[src/rtl/gf251_inv_if.sv]
// Request/result bundle for the GF(251) inverter.
interface gf251_inv_if;
  logic       i_start;
  logic [7:0] i_a;
  logic [7:0] o_c;
  logic       o_done;
  logic       o_zero;
  logic       o_busy;

  modport master (
    output i_start, i_a,
    input  o_c, o_done, o_zero, o_busy
  );

  modport slave (
    input  i_start, i_a,
    output o_c, o_done, o_zero, o_busy
  );
endinterface

[src/rtl/gf251_inv.sv]
// Sequential GF(251) inverter: o_c = a^249 mod 251 (Fermat), using one shared
// 8x8 multiplier followed by a 3-stage Barrett reduction.
module gf251_inv (
  input  logic        i_clk,
  input  logic        i_rst,
  gf251_inv_if.slave  bus
);

  localparam int unsigned OP_LAT = 4;
  localparam logic [7:0]  EXP    = 8'd249;  // 8'b1111_1001
  localparam logic [7:0]  PRIME  = 8'd251;

  typedef enum logic [2:0] {IDLE, LOAD, SQR, MUL, DONE} state_e;

  state_e      state_q, state_d;
  logic [7:0]  a_q, a_d;
  logic [7:0]  r_q, r_d;
  logic [2:0]  k_q, k_d;
  logic [1:0]  cnt_q, cnt_d;
  logic [15:0] p_q, p_d;
  logic [9:0]  q_q, q_d;
  logic [17:0] t_q, t_d;
  logic [7:0]  c_q, c_d;
  logic        done_q, done_d;
  logic        zero_q, zero_d;

  logic [7:0]  mul_y;
  logic [25:0] p262;
  logic [8:0]  c9;
  logic [7:0]  red;

  // Multiply/reduce datapath. The stages run every cycle; the operands stay
  // constant for a whole step, so after OP_LAT edges p_q and t_q belong to
  // the same product and red is the reduced result.
  always_comb begin
    mul_y = (state_q == MUL) ? a_q : r_q;
    p_d   = {8'd0, r_q} * {8'd0, mul_y};
    p262  = {10'd0, p_q} * 26'd262;
    q_d   = p262[25:16];
    t_d   = {8'd0, q_q} * 18'd251;
    c9    = p_q[8:0] - t_q[8:0];
    red   = c9[8] ? (c9[7:0] + PRIME) : c9[7:0];
  end

  // Control FSM: next state, exponent walk and result capture.
  always_comb begin
    state_d = state_q;
    a_d     = a_q;
    r_d     = r_q;
    k_d     = k_q;
    cnt_d   = cnt_q;
    c_d     = c_q;
    zero_d  = zero_q;
    done_d  = 1'b0;
    case (state_q)
      IDLE: begin
        if (bus.i_start) begin
          a_d     = (bus.i_a >= PRIME) ? (bus.i_a - PRIME) : bus.i_a;
          state_d = LOAD;
        end
      end
      LOAD: begin
        r_d     = a_q;
        k_d     = 3'd6;
        cnt_d   = '0;
        state_d = SQR;
      end
      SQR, MUL: begin
        if (cnt_q == 2'(OP_LAT - 1)) begin
          cnt_d = '0;
          r_d   = red;
          if (state_q == SQR && EXP[k_q]) begin
            state_d = MUL;
          end else if (k_q == 3'd0) begin
            state_d = DONE;
          end else begin
            k_d     = k_q - 3'd1;
            state_d = SQR;
          end
        end else begin
          cnt_d = cnt_q + 2'd1;
        end
      end
      DONE: begin
        c_d     = r_q;
        zero_d  = (a_q == 8'd0);
        done_d  = 1'b1;
        state_d = IDLE;
      end
      default: state_d = IDLE;
    endcase
  end

  // State and datapath registers; reset discards any in-flight request.
  always_ff @(posedge i_clk or posedge i_rst) begin
    if (i_rst) begin
      state_q <= IDLE;
      a_q     <= '0;
      r_q     <= '0;
      k_q     <= '0;
      cnt_q   <= '0;
      p_q     <= '0;
      q_q     <= '0;
      t_q     <= '0;
      c_q     <= '0;
      done_q  <= 1'b0;
      zero_q  <= 1'b0;
    end else begin
      state_q <= state_d;
      a_q     <= a_d;
      r_q     <= r_d;
      k_q     <= k_d;
      cnt_q   <= cnt_d;
      p_q     <= p_d;
      q_q     <= q_d;
      t_q     <= t_d;
      c_q     <= c_d;
      done_q  <= done_d;
      zero_q  <= zero_d;
    end
  end

  assign bus.o_c    = c_q;
  assign bus.o_done = done_q;
  assign bus.o_zero = zero_q;
  assign bus.o_busy = (state_q != IDLE);

endmodule

[src/flat_wrapper.sv]
// flat-port wrapper written by rule: the top's interface ports become plain ports
module gf251_inv_flat 
  (i_clk, i_rst, bus_i_start, bus_i_a, bus_o_c, bus_o_done, bus_o_zero, bus_o_busy);
  gf251_inv_if bus_i ();
  input  logic i_clk;
  input  logic i_rst;
  input wire logic [$bits(bus_i.i_start)-1:0] bus_i_start;
  input wire logic [$bits(bus_i.i_a)-1:0] bus_i_a;
  output wire logic [$bits(bus_i.o_c)-1:0] bus_o_c;
  output wire logic [$bits(bus_i.o_done)-1:0] bus_o_done;
  output wire logic [$bits(bus_i.o_zero)-1:0] bus_o_zero;
  output wire logic [$bits(bus_i.o_busy)-1:0] bus_o_busy;
  assign bus_i.i_start = bus_i_start;
  assign bus_i.i_a = bus_i_a;
  assign bus_o_c = bus_i.o_c;
  assign bus_o_done = bus_i.o_done;
  assign bus_o_zero = bus_i.o_zero;
  assign bus_o_busy = bus_i.o_busy;
  gf251_inv u_core (.i_clk(i_clk), .i_rst(i_rst), .bus(bus_i));
endmodule
[config.mk]
export PLATFORM = sky130hd
export DESIGN_NAME = gf251_inv_flat
export DESIGN_NICKNAME = d
export VERILOG_FILES = /design/src/rtl/gf251_inv_if.sv /design/src/rtl/gf251_inv.sv /design/src/flat_wrapper.sv
export SDC_FILE = /design/constraint.sdc
export NUM_CORES = 1
export LEC_CHECK = 0
export CAP_MARGIN = 40
export CORE_MARGIN = 4
export CORE_UTILIZATION = 35
export DETAILED_ROUTE_END_ITERATION = 8
export PLACE_DENSITY_LB_ADDON = 0.3
export SYNTH_ARGS = -nofsm -noshare
export SYNTH_HDL_FRONTEND = slang
export SYNTH_SLANG_ARGS = --single-unit
[constraint.sdc]
create_clock -name i_clk -period 13.6 [get_ports i_clk]
set_input_delay 2.04 -clock i_clk [delete_from_list [all_inputs] [get_ports i_clk]]
set_output_delay 2.04 -clock i_clk [all_outputs]
set_load 0.02 [all_outputs]
==> Implementation_results.wiki <==
{| class="wikitable"
! Metric !! Value
|-
| Worst endpoint data arrival time || around 6 ns
|-
| Worst path cell trace || and2b_1, nand2_1, mux2i_1, nand2b_1, fa_1, fa_1, inv_1, fa_1, inv_1, fa_1, inv_1, ha_1, o21a_1, o31a_1, o211ai_1, a21oi_1, a2111oi_2, a21oi_1, xnor2_1
|-
| WS Path Type || flop to flop
|-
| Core Footprint || about 20,000 sq um
|-
| #FFs+latches synth || 68
|-
| Ranking of synthesized cells by area || sky130_fd_sc_hd__dfrtp_1, sky130_fd_sc_hd__ha_1, sky130_fd_sc_hd__fa_1
|-
| Number of global-route vias before repair || 4,872
|-
| Required @ worst endpoint || 13.81 ns
|-
| Area growth from synthesis to layout || 12.0%
|-
| Largest area contributor in the netlist || sky130_fd_sc_hd__dfrtp_1
|-
| Die H || 150 microns
|-
| Clock slew seen by the registers of the worst setup and hold paths || 0.06 ns
|-
| CP endpoint kind || flop
|-
| Destination of the critical timing path || u_core.p_q[15]
|-
| Share of post-route cells with drive strength above 1 || roughly 4.9%
|-
| Post_cts resized || 0
|-
| Later-pin clock latency in the skew report || between 0.3 and 0.4 ns
|-
| Cell count along the critical path || 19
|-
| Initial antenna violation count || 0
|-
| Clock Sinks || 68
|-
| Synthesized Nets || 912
|-
| Count of port buffers added during placement || 21
|-
| # diodes || 0
|-
| Remaining global-route overflow || 0
|-
| Synth warnings || 0
|-
| Final period util || 43.6%
|-
| Gp weighted congestion || between 0.7 and 0.8
|-
| Number of DRC violations after detailed-routing iteration 0 || 217
|-
| Nature of the critical path startpoint || flop
|-
| Slew at the pin closest to its max-slew limit || 0.780 ns
|-
| Total number of vias || between 4,000 and 5,000
|-
| Startpoint of the most critical hold path || u_core.cnt_q[0]
|-
| Fraction of synthesized cell area taken by the top area cell type || 24.2%
|-
| Reg2reg start || u_core.state_q[1]
|-
| Clock root buffer || sky130_fd_sc_hd__clkbuf_16
|-
| Global-route wire length before repair || 24,100 microns
|-
| DRT Pass-1 Iters || 4
|-
| Reg-to-Reg End || u_core.p_q[15]
|-
| Number of enable flip-flop cells after synthesis || 0
|-
| Critical Path Source || u_core.state_q[1]
|-
| Die area || between 20,000 and 25,000 sq um
|-
| Outcome || finished, final reports clean
|-
| Hold Buf Count CTS || 0
|-
| Family with the most delay on the worst path || adder cells
|-
| Effective utilization at floorplan || 35.9%
|-
| Number of rows created at floorplan || 51
|-
| Post-detailed-route wirelength per cell || 13.3 microns
|-
| Largest fanout on the critical path || 16
|-
| Delay contributed by the slowest stage of the critical path || 0.63 ns
|-
| Combined buffer and inverter count along the critical path || 3
|-
| Final antenna-violating net count || 0
|-
| Total of endpoints with negative setup slack in the final report || 0
|-
| Max Slew Vio Count || 0
|-
| Share of flip-flops with an asynchronous set or reset || 100%
|-
| Clock period minus worst slack || 5.93 ns
|-
| Final net count || between 900 and 1,000
|-
| Worst Skew || 0.00603 ns
|-
| Type of the worst min-delay path || flop to flop
|-
| Avg Inst Size Synth || 9.58 sq um
|-
| Most numerous cell types in the synthesized netlist || sky130_fd_sc_hd__inv_1, sky130_fd_sc_hd__ha_1, sky130_fd_sc_hd__dfrtp_1
|-
| Highest Clock Rate || between 0.15 and 0.2 GHz
|-
| Most used cell, CP || sky130_fd_sc_hd__fa_1
|-
| Max capacitance violation total || 0
|-
| Slowest-stage cell, CP || sky130_fd_sc_hd__mux2i_1
|-
| Final number of hold-violating endpoints || 0
|-
| GRT Util Overall || 13.4%
|-
| H-Tree Depth || 3
|-
| Area of the mapped netlist || 7030 sq um
|-
| Remaining design rule violation count || 0
|-
| Total Wirelength || 13,600 microns
|-
| # Post-CTS Setup Buffers || 0
|-
| Number of buffers created by CTS || 9
|-
| Cell with the most instances after synthesis || sky130_fd_sc_hd__inv_1
|-
| Reg2Reg Setup Slack || 7.67 ns
|-
| Post-synth cell types || between 50 and 60
|-
| Die width || roughly 150 microns
|-
| Post-DP HPWL || 11,000 microns
|-
| Depth of the most critical reg-to-reg path || 19
|-
| Number of standard cells after synthesis || 733
|-
| Relative max-transition margin || a little under 50%
|-
| Drt via density || between 4 and 5
|-
| Setup TNS after final layout || 0 ns
|-
| RSZ-0062 raised after global routing || false
|-
| Largest net degree at the start of global routing || 64
|-
| Predominant post-synthesis flop cell || sky130_fd_sc_hd__dfrtp_1
|-
| Worst-case clock buffer depth || 2
|-
| Total I/O pin count || 22
|-
| TritonCTS clock tree || done
|-
| Share of the yosys chip area belonging to registers || 24.2%
|}
## worst min path at each step
stage / slack (ns) / endpoint / cells past startpoint
CTS: 0.51 / u_core.cnt_q[1] / 1
finish: 0.51 / u_core.cnt_q[0] / 1
global route: 0.53 / u_core.cnt_q[1] / 1
global placement: 0.49 / u_core.bus.o_c[6] / 1
floorplan: 0.46 / u_core.cnt_q[0] / 1
detailed placement: 0.49 / u_core.cnt_q[1] / 1
## flip-flops by register name (all words and copies together) (netlist names)
name / flops
u_core.r_q: 8
u_core.cnt_q: 2
u_core.bus.o_c: 8
u_core.q_q: 9
u_core.a_q: 8
u_core.t_q: 9
u_core.bus.o_zero: 1
u_core.k_q: 3
u_core.state_q: 3
u_core.p_q: 16
u_core.bus.o_done: 1
## layout by cell type (no fill, tap or decap), types with 6 or more instances in the layout
master / count
sky130_fd_sc_hd__nor2_1: 23
sky130_fd_sc_hd__xnor2_1: 29
sky130_fd_sc_hd__xor2_1: 14
sky130_fd_sc_hd__o21ai_0: 21
sky130_fd_sc_hd__a21oi_1: 21
sky130_fd_sc_hd__mux2_2: 11
sky130_fd_sc_hd__and2_1: 13
sky130_fd_sc_hd__clkbuf_16: 9
sky130_fd_sc_hd__nand3_1: 11
sky130_fd_sc_hd__inv_1: 149
sky130_fd_sc_hd__a21o_1: 6
sky130_fd_sc_hd__clkdlybuf4s50_1: 21
sky130_fd_sc_hd__nand2b_1: 6
sky130_fd_sc_hd__o21a_1: 10
sky130_fd_sc_hd__ha_1: 110
sky130_fd_sc_hd__nor2b_1: 37
sky130_fd_sc_hd__nand2_1: 44
sky130_fd_sc_hd__fa_1: 58
sky130_fd_sc_hd__mux2i_1: 8
sky130_fd_sc_hd__dfrtp_1: 68
## metal layers
metal	vias up	share of wire [%]	track usage [%]	routed length [microns]
li1	2416	-	-	-
met1	2241	51	18.8	6870
met2	49	45	21.3	6170
met3	11	2.8	2.79	385
met4	0	1.2	3.02	161
met5	-	0	0	0
## stage by stage
step	std cells	cell area (sq um)	hold slack, ns	util [%]	worst slack [ns]
after floorplan	733	7030	0.462	-	8.37
after global placement	1003	7510	0.491	38.3	7.85
after detailed placement	1004	7540	0.495	38.5	7.71
after CTS	1020	7870	0.511	40.1	7.69
after global routing	1020	7870	0.528	40.1	7.24
final	1020	7870	0.509	40.1	7.67
## worst reg2reg max path, cell delays in order (launching register included)
cell,delay [ns]
sky130_fd_sc_hd__dfrtp_1,0.46
sky130_fd_sc_hd__and2b_1,0.25
sky130_fd_sc_hd__nand2_1,0.52
sky130_fd_sc_hd__mux2i_1,0.63
sky130_fd_sc_hd__nand2b_1,0.20
sky130_fd_sc_hd__fa_1,0.43
sky130_fd_sc_hd__fa_1,0.50
sky130_fd_sc_hd__inv_1,0.06
sky130_fd_sc_hd__fa_1,0.52
sky130_fd_sc_hd__inv_1,0.05
sky130_fd_sc_hd__fa_1,0.52
sky130_fd_sc_hd__inv_1,0.04
sky130_fd_sc_hd__ha_1,0.33
sky130_fd_sc_hd__o21a_1,0.12
sky130_fd_sc_hd__o31a_1,0.12
sky130_fd_sc_hd__o211ai_1,0.21
sky130_fd_sc_hd__a21oi_1,0.11
sky130_fd_sc_hd__a2111oi_2,0.43
sky130_fd_sc_hd__a21oi_1,0.14
sky130_fd_sc_hd__xnor2_1,0.14
## area by class of cell
type                            count  area [sq um]
Timing Repair Buffer               23           245
Tap cell                          265           332
Fill cell                        1911         11700
Inverter                          150           563
Clock inverter                      5          85.1
Clock buffer                       11           243
Sequential cell                    68          1700
Multi-Input combinational cell    498          4700
## kinds of logic (layout without fill, tap and decap cells)
logic type	after synthesis	in the layout	share of synthesized area, %
simple gates	163	163	12.1
flops	68	68	24.2
fa+ha+maj	168	168	36.1
xor+xnor	44	44	5.59
mux	19	19	2.90
compound gates	104	104	10.1
buf+inv	167	189	8.94
Power is not shown: default switching activity piles up to over one toggle a cycle in this logic, so the estimate is an artifact.
